==> src/rtl/shifter_pkg.sv <==
// Shared types for the multi-cycle shift engine: mode encoding, FSM states
// and the reserved-mode predicate.
package shifter_pkg;

    typedef enum logic [2:0] {
        MODE_SLL = 3'd0,
        MODE_SRL = 3'd1,
        MODE_SRA = 3'd2,
        MODE_ROL = 3'd3,
        MODE_ROR = 3'd4
    } shift_mode_e;

    typedef enum logic [1:0] {
        ST_IDLE  = 2'd0,
        ST_SHIFT = 2'd1,
        ST_DONE  = 2'd2
    } state_e;

    localparam int unsigned MODE_W = 3;

    // Encodings 5..7 carry no operation; the operand passes through untouched.
    function automatic logic mode_is_reserved(input logic [MODE_W-1:0] mode);
        return (mode > 3'd4);
    endfunction

endpackage

==> src/rtl/shift_step.sv <==
// Combinational one-bit shift/rotate step; bit_o is the bit leaving the word.
module shift_step
    import shifter_pkg::*;
#(
    parameter int WIDTH = 8
) (
    input  logic [WIDTH-1:0]  value_i,
    input  logic [MODE_W-1:0] mode_i,
    output logic [WIDTH-1:0]  value_o,
    output logic              bit_o
);

    // Select the single-position step for the captured mode.
    always_comb begin
        value_o = value_i;
        bit_o   = 1'b0;
        case (mode_i)
            MODE_SLL: begin
                value_o = {value_i[WIDTH-2:0], 1'b0};
                bit_o   = value_i[WIDTH-1];
            end
            MODE_SRL: begin
                value_o = {1'b0, value_i[WIDTH-1:1]};
                bit_o   = value_i[0];
            end
            MODE_SRA: begin
                value_o = {value_i[WIDTH-1], value_i[WIDTH-1:1]};
                bit_o   = value_i[0];
            end
            MODE_ROL: begin
                value_o = {value_i[WIDTH-2:0], value_i[WIDTH-1]};
                bit_o   = value_i[WIDTH-1];
            end
            MODE_ROR: begin
                value_o = {value_i[0], value_i[WIDTH-1:1]};
                bit_o   = value_i[0];
            end
            default: begin
                value_o = value_i;
                bit_o   = 1'b0;
            end
        endcase
    end

endmodule

==> src/rtl/shift_engine.sv <==
// Multi-cycle shifter, one bit per clock, valid/ready on both sides.
// Optional SHIFTER_FLAGS_EN adds out_carry / out_zero result flags.
module shift_engine
    import shifter_pkg::*;
#(
    parameter  int WIDTH = 8,
    localparam int AW    = $clog2(WIDTH)
) (
    input  logic              clk,
    input  logic              rst,
    input  logic              in_valid,
    output logic              in_ready,
    input  logic [WIDTH-1:0]  in_data,
    input  logic [AW-1:0]     in_amt,
    input  logic [MODE_W-1:0] in_mode,
    output logic              out_valid,
    input  logic              out_ready,
    output logic [WIDTH-1:0]  out_data,
    output logic              busy
`ifdef SHIFTER_FLAGS_EN
    ,
    output logic              out_carry,
    output logic              out_zero
`endif
);

    localparam logic [AW-1:0] CNT_ONE = AW'(1);

    state_e              state_q;
    logic [WIDTH-1:0]    data_q;
    logic [AW-1:0]       cnt_q;
    logic [MODE_W-1:0]   mode_q;
    logic                in_ready_q;
    logic                out_valid_q;
    logic                busy_q;
    logic [WIDTH-1:0]    step_data_d;
    logic                step_bit_d;

    shift_step #(.WIDTH(WIDTH)) u_step (
        .value_i (data_q),
        .mode_i  (mode_q),
        .value_o (step_data_d),
        .bit_o   (step_bit_d)
    );

    // Control FSM with registered handshake outputs and working register.
    always_ff @(posedge clk) begin
        if (rst) begin
            state_q     <= ST_IDLE;
            data_q      <= {WIDTH{1'b0}};
            cnt_q       <= {AW{1'b0}};
            mode_q      <= {MODE_W{1'b0}};
            in_ready_q  <= 1'b1;
            out_valid_q <= 1'b0;
            busy_q      <= 1'b0;
        end else begin
            case (state_q)
                ST_IDLE: begin
                    if (in_valid) begin
                        data_q     <= in_data;
                        cnt_q      <= in_amt;
                        mode_q     <= in_mode;
                        in_ready_q <= 1'b0;
                        busy_q     <= 1'b1;
                        if ((in_amt != {AW{1'b0}}) && !mode_is_reserved(in_mode)) begin
                            state_q <= ST_SHIFT;
                        end else begin
                            state_q     <= ST_DONE;
                            out_valid_q <= 1'b1;
                        end
                    end
                end
                ST_SHIFT: begin
                    data_q <= step_data_d;
                    cnt_q  <= cnt_q - CNT_ONE;
                    if (cnt_q == CNT_ONE) begin
                        state_q     <= ST_DONE;
                        out_valid_q <= 1'b1;
                    end
                end
                ST_DONE: begin
                    if (out_ready) begin
                        state_q     <= ST_IDLE;
                        out_valid_q <= 1'b0;
                        in_ready_q  <= 1'b1;
                        busy_q      <= 1'b0;
                    end
                end
                default: begin
                    state_q     <= ST_IDLE;
                    in_ready_q  <= 1'b1;
                    out_valid_q <= 1'b0;
                    busy_q      <= 1'b0;
                end
            endcase
        end
    end

    assign in_ready  = in_ready_q;
    assign out_valid = out_valid_q;
    assign out_data  = data_q;
    assign busy      = busy_q;

`ifdef SHIFTER_FLAGS_EN
    logic carry_q;
    logic zero_q;

    // Track the last bit shifted out and the zero status alongside data_q.
    always_ff @(posedge clk) begin
        if (rst) begin
            carry_q <= 1'b0;
            zero_q  <= 1'b0;
        end else begin
            case (state_q)
                ST_IDLE: begin
                    if (in_valid) begin
                        carry_q <= 1'b0;
                        zero_q  <= (in_data == {WIDTH{1'b0}});
                    end
                end
                ST_SHIFT: begin
                    carry_q <= step_bit_d;
                    zero_q  <= (step_data_d == {WIDTH{1'b0}});
                end
                default: begin
                    carry_q <= carry_q;
                    zero_q  <= zero_q;
                end
            endcase
        end
    end

    assign out_carry = carry_q;
    assign out_zero  = zero_q;
`else
    logic unused_step_bit;
    assign unused_step_bit = step_bit_d;
`endif

endmodule

==> config.mk <==
export PLATFORM = sky130hd
export DESIGN_NAME = shift_engine
export DESIGN_NICKNAME = d
export VERILOG_FILES = /design/src/rtl/shifter_pkg.sv /design/src/rtl/shift_step.sv /design/src/rtl/shift_engine.sv
export SDC_FILE = /design/constraint.sdc
export NUM_CORES = 1
export LEC_CHECK = 0
export CORE_ASPECT_RATIO = 1.4
export CORE_MARGIN = 2
export CORE_UTILIZATION = 50
export CTS_BUF_LIST = sky130_fd_sc_hd__clkbuf_8
export DETAILED_ROUTE_END_ITERATION = 8
export GPL_TIMING_DRIVEN = 0
export PLACE_DENSITY = 0.79
export SYNTH_ARGS = -nofsm -noshare
export SYNTH_HDL_FRONTEND = slang
export SYNTH_HIERARCHICAL = 1
export SYNTH_SLANG_ARGS = --single-unit
==> constraint.sdc <==
create_clock -name clk -period 3.75 [get_ports clk]
set_input_delay 0.75 -clock clk [delete_from_list [all_inputs] [get_ports clk]]
set_output_delay 0.75 -clock clk [all_outputs]
set_load 0.01 [all_outputs]
Word level (Yosys, flattened, before mapping). Index checks and enable logic that the tools add are counted.

Flip-flop bits (word level): 19. Output and inout port bits: 11. Logic and storage cells: 58.

$add $sub $neg: 1. Order comparisons: 1. Eq/ne operators: 14. Multiplexer cells: 20. Bitwise operators: 1. Reductions and logical operators: 13.

Operator list (number): 8-bit case mux with 5 select lines (1); 8-bit case mux with 2 select lines (1); 2-bit inequality test (second input constant) (5); 1-bit case mux with 3 select lines (3); 3-bit AND reduction (3); 2-bit two-way mux (4); 8-bit two-way mux (1); 4-bit AND reduction (2); 1-bit two-way mux (7); 3-bit by 1-bit equality test with 1-bit output (second input constant) (2); 3-bit by 2-bit equality test with 1-bit output (second input constant) (2); 6-bit by 1-bit inequality test with 1-bit output (second input constant) (1); 2-bit case mux with 3 select lines (1); 3-bit case mux with 2 select lines (1); 5-bit by 1-bit inequality test with 1-bit output (second input constant) (1); 2-bit AND reduction (2); 3-bit equality test (second input constant) (1); 3-bit greater-than comparator (second input constant) (1); 3-bit logical NOT (1); 3-bit two-way mux (1); 3-bit nonzero test (1); 3-bit by 1-bit subtractor with 3-bit output (second input constant) (1); 2-bit by 1-bit equality test with 1-bit output (second input constant) (1); 2-bit equality test (second input constant) (1); other kinds (5) (5).

Logic depth before layout (Yosys ltp).
Word-level depth: 6. Depth in mapped cells: 6. Depth with buffers taken out: 5.

Cells and area by module. Netlist, hierarchy kept.

Modules (own cells, without submodules): shift_engine (times used 1, cells each 100, area each 915.9 sq um); shift_step (times used 1, cells each 44, area each 331.6 sq um).

Least setup slack after synthesis. OpenSTA, ideal clock, no wires.

Path kind: input -> register. From: in in_valid. To: reg cnt_q[0]. Library setup time: 0.139 ns. Arrival time: 1.366 ns. Data required time: 3.611 ns. Slack: 2.245 ns. Stages: 4. Path through: o21ba_2 buf_4 a211oi_1 a311oi_1.

Longest elaborated chain between the ends: 2.

Ends and longest elaborated chain: start: declaration (RTL line shift_engine.sv:11) `input logic in_valid,`; 2-bit inequality test (no source line); 2-bit AND reduction (no source line); end signal: assignment (RTL line shift_engine.sv:51) `cnt_q <= {AW{1'b0}};`; end signal: assignment (RTL line shift_engine.sv:61) `cnt_q <= in_amt;`; end signal: assignment (RTL line shift_engine.sv:75) `cnt_q <= cnt_q - CNT_ONE;`; end: declaration (RTL line shift_engine.sv:31) `logic [AW-1:0] cnt_q;`.

Every way passes these cells. A chain may end at the register's enable or synchronous reset.

Worst setup path in the final report.
From: reg data_q[6] (netlist: out_data[6]). To: out out_data[6].

RTL lines: start: declaration (RTL line shift_engine.sv:30) `logic [WIDTH-1:0] data_q;`; start signal: assignment (RTL line shift_engine.sv:50) `data_q <= {WIDTH{1'b0}};`; start signal: assignment (RTL line shift_engine.sv:60) `data_q <= in_data;`; start signal: assignment (RTL line shift_engine.sv:74) `data_q <= step_data_d;`; end: declaration (RTL line shift_engine.sv:18) `output logic [WIDTH-1:0] out_data,`.

No word-level cell between the ends.

==> run metrics <==
CTS tree=done; post_cts resized=0; Max-Cap Viols=0; number of vias per cell=6.123; dpl hpwl=2.335 mm; Crit path buffers/inverters=1; dpl cells=191; Worst-Skew Late Latency=260 ps; Slew headroom=64.75%; HP Class=flop to flop; Syn Area/Cell=8.705 um^2; Max rail drop VDD=304.2 uV; Core Area=2365 um^2; Worst Path Arrival=1310 ps; post-CTS setup buffers=0; worst-path cell chain=clkdlybuf4s50_1; Setup crit start kind=flop; Tot Pwr=0.0008479 W; clk root buf=clkbuf_8; initial antenna violation count=0; Final Instance Area=1573 um^2; ANT nets after route=0; Worst-Margin Slew=528.7 ps; CP max stage delay=590 ps; Reg area=380.4 um^2; area occupied by multi-input gates=770.7 um^2; IO buf count=27; die height=62.63 um; TritonCTS buffer count=3; Starting Density=51.90%; H-tree levels=1; GP Congestion=0.8140; routed wire length=3.105 mm; Max Fclk=0.4861 GHz; Layout area overhead=28.13%; Worst Skew=2.413 ps; initial DRC count=19; part of the cycle the worst path needs=54.86%; NumNets Final=193; post-synthesis cell count=141; status=complete, no violations; Mapped Area=1227 um^2; total negative slack=0 ps; first-pass GRT wire length=5.278 mm; hold_buf cts=0; die area=2873 um^2; # IOs=29; largest net degree at the start of global routing=12; Longest Clk Path Bufs=2; Final Non-Filler Cells=195; Fillers=214; synth warn=6; diodes inserted=0; placed instance area=1526 um^2; Vias=1194; Post-Syn Nets=161; drt pass-1 iters=4; drt drc=0; RSZ-0062 raised after global routing=no; commonest non-fill, non-tap cell in the layout=clkdlybuf4s50_1; Final Slew Violations=0; share of cells above drive strength 1=9.302%; CP Max Fanout=7; most frequent cells in the layout=clkdlybuf4s50_1 (27), dfxtp_1 (19), mux2i_1 (18); die width=45.88 um; clk sink count=19; WL per Instance=15.92 um; number of global-route vias before repair=1198; crit end category=output pin; Tmin final=2057 ps; grt ovf=0; Total GRT Usage=24.24%; Leakage=0.6202 nW; critical path's slowest cell=clkdlybuf4s50_1; Finish-stage setup viols=0; Final Hold Fails=0; Clk pin slew, worst setup/hold paths=80 ps; CP required=3000 ps; Cell Pwr Density=539.1 nW/um^2; kind of critical path=flop to output pin; CP delay by family, top=buffers and inverters; site row count=21
where the power goes:
group / internal, W / switching [W]
Sequential: 0.000248 / 0.0000564
Combinational: 0.000200 / 0.000196
Clock: 0.0000740 / 0.0000732
Total: 0.000522 / 0.000326
worst paths after layout:
path                            start                       end  slack [ps]  cells after the start
max reg2reg    mode_q[2]$_SDFFE_PP0P_  out_data[2]$_SDFFE_PP0P_        2020                      6
min                 busy$_SDFFE_PP0P_         busy$_SDFFE_PP0P_         490                      2
min reg2reg         busy$_SDFFE_PP0P_         busy$_SDFFE_PP0P_         490                      2
max          out_data[6]$_SDFFE_PP0P_               out_data[6]        1690                      1
state kept, by name (all words and copies together), names as in the netlist:
register	cells
mode_q	3
busy	1
cnt_q	3
out_valid	1
in_ready	1
state_q	2
out_data	8
layer usage:
layer	wire, um	track usage (%)	share of wire (%)	up-vias
met5	0	0	0	-
met4	50	7.500	1.6	0
met2	1733	44.10	56	26
li1	-	-	-	593
met3	92	2.890	3.0	6
met1	1229	27.32	40	569
per-stage QoR:
stage,hold slack [ps],setup WS (ps),util (%)
floorplan,470.5,2245,-
global placement,470.6,1570,64.55
detailed placement,482.2,1533,64.55
CTS,493.7,1695,66.51
global route,516.1,1644,66.51
finish,492.1,1693,66.51
final cells by class:
class	instances	share of cell area, %
clock buffer	3	2.625
multi-input combinational	106	49.01
timing repair buffer	27	17.18
inverter	5	1.193
tap	23	1.830
buffer	11	3.660
clock inverter	1	0.3182
sequential	19	24.18
Power figures use the tool's default switching activity.
